[src/rtl/seq_counter_param_pkg.sv]
`default_nettype none
// +--------------------------------------------------------------------------+
// | Package     : seq_counter_param_pkg                                      |
// | Description : Shared defaults and encodings for the table-driven         |
// |               sequence counter (default table geometry and contents,     |
// |               dir/mode input encodings).                                 |
// | Revision    : 1.0  initial release                                       |
// +--------------------------------------------------------------------------+
package seq_counter_param_pkg;

    // Default table geometry and contents; entry 0 lives in the LSBs.
    // Sequence: 000, 001, 011, 101, 111, 010
    localparam int          DEF_WIDTH = 3;
    localparam int          DEF_DEPTH = 6;
    localparam int          DEF_IDXW  = 3;
    localparam logic [17:0] DEF_SEQ   = 18'b010_111_101_011_001_000;

    // mode input encoding
    localparam logic MODE_WRAP    = 1'b0;
    localparam logic MODE_ONESHOT = 1'b1;

    // dir input encoding
    localparam logic DIR_BWD = 1'b0;
    localparam logic DIR_FWD = 1'b1;

endpackage
`default_nettype wire

[src/rtl/seq_counter_table.sv]
`default_nettype none
// +--------------------------------------------------------------------------+
// | Module      : seq_counter_table                                          |
// | Description : Combinational index -> code lookup into a packed table.    |
// |               Indices outside 0..DEPTH-1 return all zeros.               |
// | Ports       : idx  in  IDXW   table index                                |
// |               code out WIDTH  SEQ[idx] (or 0 if out of range)            |
// | Revision    : 1.0  initial release                                       |
// +--------------------------------------------------------------------------+
module seq_counter_table #(
    parameter int                       WIDTH = 3,
    parameter int                       DEPTH = 6,
    parameter int                       IDXW  = 3,
    parameter logic [WIDTH*DEPTH-1:0]   SEQ   = '0
) (
    input  logic [IDXW-1:0]  idx,
    output logic [WIDTH-1:0] code
);

    always_comb begin
        code = '0;
        for (int i = 0; i < DEPTH; i++) begin
            if (32'(idx) == i) begin
                code = SEQ[i*WIDTH +: WIDTH];
            end
        end
    end

endmodule
`default_nettype wire

[src/rtl/seq_counter_param.sv]
`default_nettype none
// +--------------------------------------------------------------------------+
// | Module      : seq_counter_param                                          |
// | Description : Sequence counter stepping through a programmable table of  |
// |               DEPTH codes. Forward/backward stepping, wrap or one-shot   |
// |               mode, synchronous index load with clamping, wrap pulse     |
// |               and sticky done flag. All outputs registered.              |
// | Ports       : clk       in   1      rising-edge clock                    |
// |               reset     in   1      async active-high reset              |
// |               enable    in   1      advance one step per clock           |
// |               dir       in   1      1 = forward, 0 = backward            |
// |               mode      in   1      0 = wrap, 1 = one-shot               |
// |               load      in   1      synchronous index load               |
// |               load_idx  in   IDXW   index to load (clamped to DEPTH-1)   |
// |               count     out  WIDTH  SEQ[idx]                             |
// |               idx       out  IDXW   current table index                  |
// |               wrap      out  1      one-cycle pulse on index wrap        |
// |               done      out  1      sticky end-of-table in one-shot      |
// | Revision    : 1.0  initial release                                       |
// +--------------------------------------------------------------------------+
module seq_counter_param
    import seq_counter_param_pkg::*;
#(
    parameter int                       WIDTH = DEF_WIDTH,
    parameter int                       DEPTH = DEF_DEPTH,
    parameter int                       IDXW  = DEF_IDXW,
    parameter logic [WIDTH*DEPTH-1:0]   SEQ   = DEF_SEQ
) (
    input  logic             clk,
    input  logic             reset,
    input  logic             enable,
    input  logic             dir,
    input  logic             mode,
    input  logic             load,
    input  logic [IDXW-1:0]  load_idx,
    output logic [WIDTH-1:0] count,
    output logic [IDXW-1:0]  idx,
    output logic             wrap,
    output logic             done
);

    localparam logic [IDXW-1:0]  c_LAST  = IDXW'(DEPTH - 1);
    localparam logic [WIDTH-1:0] c_CODE0 = SEQ[WIDTH-1:0];

    logic [IDXW-1:0]  r_idx;
    logic [WIDTH-1:0] r_count;
    logic             r_wrap;
    logic             r_done;

    logic [IDXW-1:0]  w_idx_next;
    logic [WIDTH-1:0] w_code_next;
    logic             w_wrap_next;
    logic             w_done_next;
    logic [IDXW-1:0]  w_load_clamped;

    // Compare in 32 bits so the clamp stays correct when IDXW cannot
    // represent DEPTH itself.
    assign w_load_clamped = (32'(load_idx) >= DEPTH) ? c_LAST : load_idx;

    always_comb begin
        w_idx_next  = r_idx;
        w_wrap_next = 1'b0;
        w_done_next = r_done;
        if (load) begin
            w_idx_next  = w_load_clamped;
            w_done_next = 1'b0;
        end else if (r_done) begin
            // Once done, stepping is frozen; only a wrap-mode edge releases it,
            // and that edge itself does not advance.
            if (mode == MODE_WRAP) begin
                w_done_next = 1'b0;
            end
        end else if (enable) begin
            if (dir == DIR_FWD) begin
                if (r_idx == c_LAST) begin
                    if (mode == MODE_WRAP) begin
                        w_idx_next  = '0;
                        w_wrap_next = 1'b1;
                    end else begin
                        w_done_next = 1'b1;
                    end
                end else begin
                    w_idx_next = r_idx + 1'b1;
                end
            end else begin
                if (r_idx == '0) begin
                    if (mode == MODE_WRAP) begin
                        w_idx_next  = c_LAST;
                        w_wrap_next = 1'b1;
                    end else begin
                        w_done_next = 1'b1;
                    end
                end else begin
                    w_idx_next = r_idx - 1'b1;
                end
            end
        end
    end

    // Look up the code for the next index so count tracks idx on the same edge.
    seq_counter_table #(
        .WIDTH (WIDTH),
        .DEPTH (DEPTH),
        .IDXW  (IDXW),
        .SEQ   (SEQ)
    ) u_table (
        .idx  (w_idx_next),
        .code (w_code_next)
    );

    always_ff @(posedge clk or posedge reset) begin
        if (reset) begin
            r_idx   <= '0;
            r_count <= c_CODE0;
            r_wrap  <= 1'b0;
            r_done  <= 1'b0;
        end else begin
            r_idx   <= w_idx_next;
            r_count <= w_code_next;
            r_wrap  <= w_wrap_next;
            r_done  <= w_done_next;
        end
    end

    assign count = r_count;
    assign idx   = r_idx;
    assign wrap  = r_wrap;
    assign done  = r_done;

endmodule
`default_nettype wire

[config.mk]
export PLATFORM = sky130hd
export DESIGN_NAME = seq_counter_param
export DESIGN_NICKNAME = d
export VERILOG_FILES = /design/src/rtl/seq_counter_param_pkg.sv /design/src/rtl/seq_counter_table.sv /design/src/rtl/seq_counter_param.sv
export SDC_FILE = /design/constraint.sdc
export NUM_CORES = 1
export LEC_CHECK = 0
export ABC_AREA = 1
export CAP_MARGIN = 20
export CORE_AREA = 3 3 40 42
export DETAILED_ROUTE_END_ITERATION = 8
export DIE_AREA = 0 0 43 45
export PLACE_DENSITY = 0.75
export RECOVER_POWER = 100
export SYNTH_ARGS = -nofsm -noshare
export SYNTH_HDL_FRONTEND = slang
export SYNTH_HIERARCHICAL = 1
export SYNTH_SLANG_ARGS = --single-unit
[constraint.sdc]
create_clock -name clk -period 2.9 [get_ports clk]
set_input_delay 0.435 -clock clk [delete_from_list [all_inputs] [get_ports clk]]
set_output_delay 0.435 -clock clk [all_outputs]
set_load 0.02 [all_outputs]
==> flow_summary_export.csv <==
group,metric,value,unit
status,status,"finished, final reports clean",
critical_path,timing.critical_path.slowest_stage_cell,"sky130_fd_sc_hd__dlygate4sd3_1",
place,detailed_place_hpwl,1.057,mm
clock_network,cts_tree,"yes",
power_and_ir_drop,clock_power_share,0.233,
clock_network,cts_resized,0,
clock_network,longest_clk_path_bufs,2,
clock_network,numClockSinks,8,
timing,final_hold_viol_count,0,
finish,antenna-diode-count,0,
route,detailedRoute.firstPassIterationCount,4,
timing,achievable-frequency,0.5427,GHz
yosys,synth.top_cells.by_count,"sky130_fd_sc_hd__nand2_1, sky130_fd_sc_hd__inv_1, sky130_fd_sc_hd__nand3_1",
critical_path,crit_buf_inv,1,
critical_path,startpoint_type,"flip-flop",
timing,worst_clock_skew,0.2106,ps
global_routing,gr-total-overflow,0,
floorplanning,num_io_pins,17,
yosys,synth_warnings,6,
power_and_ir_drop,ir_drop_worst_case_vdd,408.0,uV
global_routing,grt_first_pass_wirelength,2.221,mm
clock_network,clock_latency_reported_for_the_late_side_of_the_worst_skew_pair,250,ps
power_and_ir_drop,power_per_cell_area,463.1,mW/mm^2
critical_path,cp.arrival,1410,ps
route,antenna_violating_nets_post_route,0,
critical_path,critical_path.max_fanout,6,
yosys,synth-edff-count,0,
yosys,post_synth_main_area_contributors,"sky130_fd_sc_hd__dfrtp_1, sky130_fd_sc_hd__nand2_1, sky130_fd_sc_hd__inv_1",
power_and_ir_drop,pwr-share-comb,0.387,
timing,worstMarginPinSlew,333.3,ps
route,detail_route.iter0.violations,16,
finish,layout.core_utilization,0.5998,
critical_path,critical_path.max_stage_delay,710,ps
timing,slew_headroom,0.7778,
place,portBuffers,16,
timing,post-route-period-util,0.6354,
worst_hold_path,holdCritPathClass,"reg2reg",
critical_path,worstPathCellList,"dlygate4sd3_1",
global_routing,grt_antenna_before_repair,0,
timing,grt_setup_unrepaired,"false",
flow_run,cap_violations,0,
route,dr_wl_met2,651,microns
power_and_ir_drop,p_sw_frac,0.3610,
route,vias,574,
yosys,post_synth_inst_count,87,
yosys,synth_most_common_cell,"sky130_fd_sc_hd__nand2_1",
yosys,synth_nets,100,
global_routing,vias_in_the_first_global_route,539,
worst_hold_path,hold_path_depth,1,
critical_path,number_of_cells_on_the_worst_reg_to_reg_path,10,
floorplanning,core,0.001285,sq mm
floorplanning,height_of_the_die,45,microns
timing,slew_violations,0,
critical_path,path_delay_family,"buffers and inverters",
clock_network,cts_setup_buffers,0,
route,post_drt_via_cell_ratio,4.744,
critical_path,end_kind,"output pin",
yosys,seq_area_frac_synth,0.3426,
finish,fin_cells,121,
clock_network,cts_hold_repair.buffers,0,
yosys,syn_avg_cell_area,6.716,sq um
yosys,post_synth_num_cell_types,14,
finish,post_route_cells_drive_above_1_share,0.06604,
route,route.detailed.wl_per_inst,10.61,microns
clock_network,cts_max_level,1,
place,placed_cells_incl_taps,118,
global_routing,gr-usage-all-layers,0.1590,
route,route.met3.wl,49,microns
floorplanning,initial_core_util,0.4547,
critical_path,cp.depth,1,
timing,final.min_clock_period,1843,ps
yosys,netlist_area,584.3,sq um
yosys,flops_latches_synth,8,
power_and_ir_drop,leakage,0.4435,nW
clock_network,cts_clock_pin_slew_for_the_worst_setup_and_hold_paths,50,ps
timing,setup_viol,0,
yosys,yosysTopAreaCell,"sky130_fd_sc_hd__dfrtp_1",
route,highest-signal-layer,"met3",
critical_path,timing.setup.critical_path_class,"reg2out",
finish,num-fill-cells,122,
critical_path,crit_start,"idx[1]",
route,finalWirelength,1.284,mm
worst_hold_path,worst_hold_startpoint,"done",
route,routed_length_on_met1,582,microns
route,drt_drc_violations_left,0,
yosys,post-synth-top-area-fraction,0.3426,
clock_network,clockRootBuffer,"sky130_fd_sc_hd__clkbuf_4",
critical_path,critical_path_required,2470,ps
finish,syn_to_final_growth,31.91,%
finish,design.final.nets,121,
floorplanning,die-width,43,microns
floorplanning,floorplan.rows,13,
place,gp_congestion,0.8814,
floorplanning,die_area,0.001935,sq mm
critical_path,regToRegStartpoint,"idx[1]",
timing,totalNegativeSetupSlack,0,ps
yosys,synth_flop_cell,"sky130_fd_sc_hd__dfrtp_1",
power_and_ir_drop,internal_power,0.0002281,W
global_routing,largest_net_degree_at_the_start_of_global_routing,9,
clock_network,cts_buffers,3,
power_and_ir_drop,switching_power,0.0001289,W
yosys,synth-async-reset-ratio,1.000,
power_and_ir_drop,power_frac_seq,0.379,
-- metrics by stage --
stage	cell area, sq um	total power [W]	hold slack [ps]	worst slack [ps]
4_1_cts	785.8	0.0003692	415.9	1092
6_report	770.7	0.0003569	491.9	1057
2_1_floorplan	584.3	0.0002257	250.7	1260
5_1_grt	770.7	0.0003854	530.6	891.8
3_3_place_gp	763.2	0.0002818	492.1	997.8
3_5_place_dp	763.2	0.0002846	497.5	922.4
-- worst reg2reg max path, delay by kind of cell, from the launching register on --
kind | cells | cell delay [ps]
compound gates | 1 | 290
fa+ha+maj | 1 | 310
buf+inv | 3 | 280
flops | 1 | 450
simple gates | 5 | 400
-- power groups by stage --
stage / combinational [W] / sequential (W) / clock (W)
after floorplan: 0.0000719 / 0.000154 / 0
after global placement: 0.000144 / 0.000138 / 0
after detailed placement: 0.000146 / 0.000138 / 0
after CTS: 0.000147 / 0.000137 / 0.0000857
after global routing: 0.000155 / 0.000137 / 0.0000938
final: 0.000138 / 0.000135 / 0.0000833
-- cell families after synthesis --
kind of cell / synth area share
buffers and inverters: 0.1092
and+or+nand+nor: 0.3961
adders and majority gates: 0.08566
AOI/OAI and AO/OA: 0.06639
DFF: 0.3426
-- placed cells by master (no fill, tap or decap) --
master                            count
sky130_fd_sc_hd__nand2_1             35
sky130_fd_sc_hd__nand3_1              9
sky130_fd_sc_hd__nand3_2              2
sky130_fd_sc_hd__dfrtp_1              8
sky130_fd_sc_hd__nand4_1              1
sky130_fd_sc_hd__o21ai_0              2
sky130_fd_sc_hd__nor4_1               1
sky130_fd_sc_hd__ha_1                 4
sky130_fd_sc_hd__dlygate4sd3_1        9
sky130_fd_sc_hd__nor2_1               3
sky130_fd_sc_hd__inv_2                2
sky130_fd_sc_hd__a21oi_1              5
sky130_fd_sc_hd__inv_1               15
sky130_fd_sc_hd__clkbuf_4             3
sky130_fd_sc_hd__clkdlybuf4s50_1      7
-- sequential cells by signal, summed over array words and instances (netlist names) --
register	count
count	3
idx	3
done	1
wrap	1
-- worst paths after layout --
kind,to,slack [ps]
worst max register to register,count[0],1070
min in group asynchronous,wrap,550
worst max-delay path,idx[1],1060
worst min-delay path,wrap,490
max in group asynchronous,count[2],2130
worst min register to register,wrap,490
-- area by class of cell --
type,count,area [sq um],share of cell area
multi-input combinational,62,305.3,0.3961
inverter,17,63.81,0.08279
clock buffer,3,22.52,0.02922
sequential,8,200.2,0.2597
timing repair buffer,16,160.2,0.2078
tap,15,18.77,0.02435
-- layer usage --
layer  track usage  up-vias
li1              -      308
met1        0.1861      256
met2        0.2784       10
met3       0.05976        0
met4       0.03614        0
met5             0        -
No activity file was read; power rests on OpenSTA's default activity.
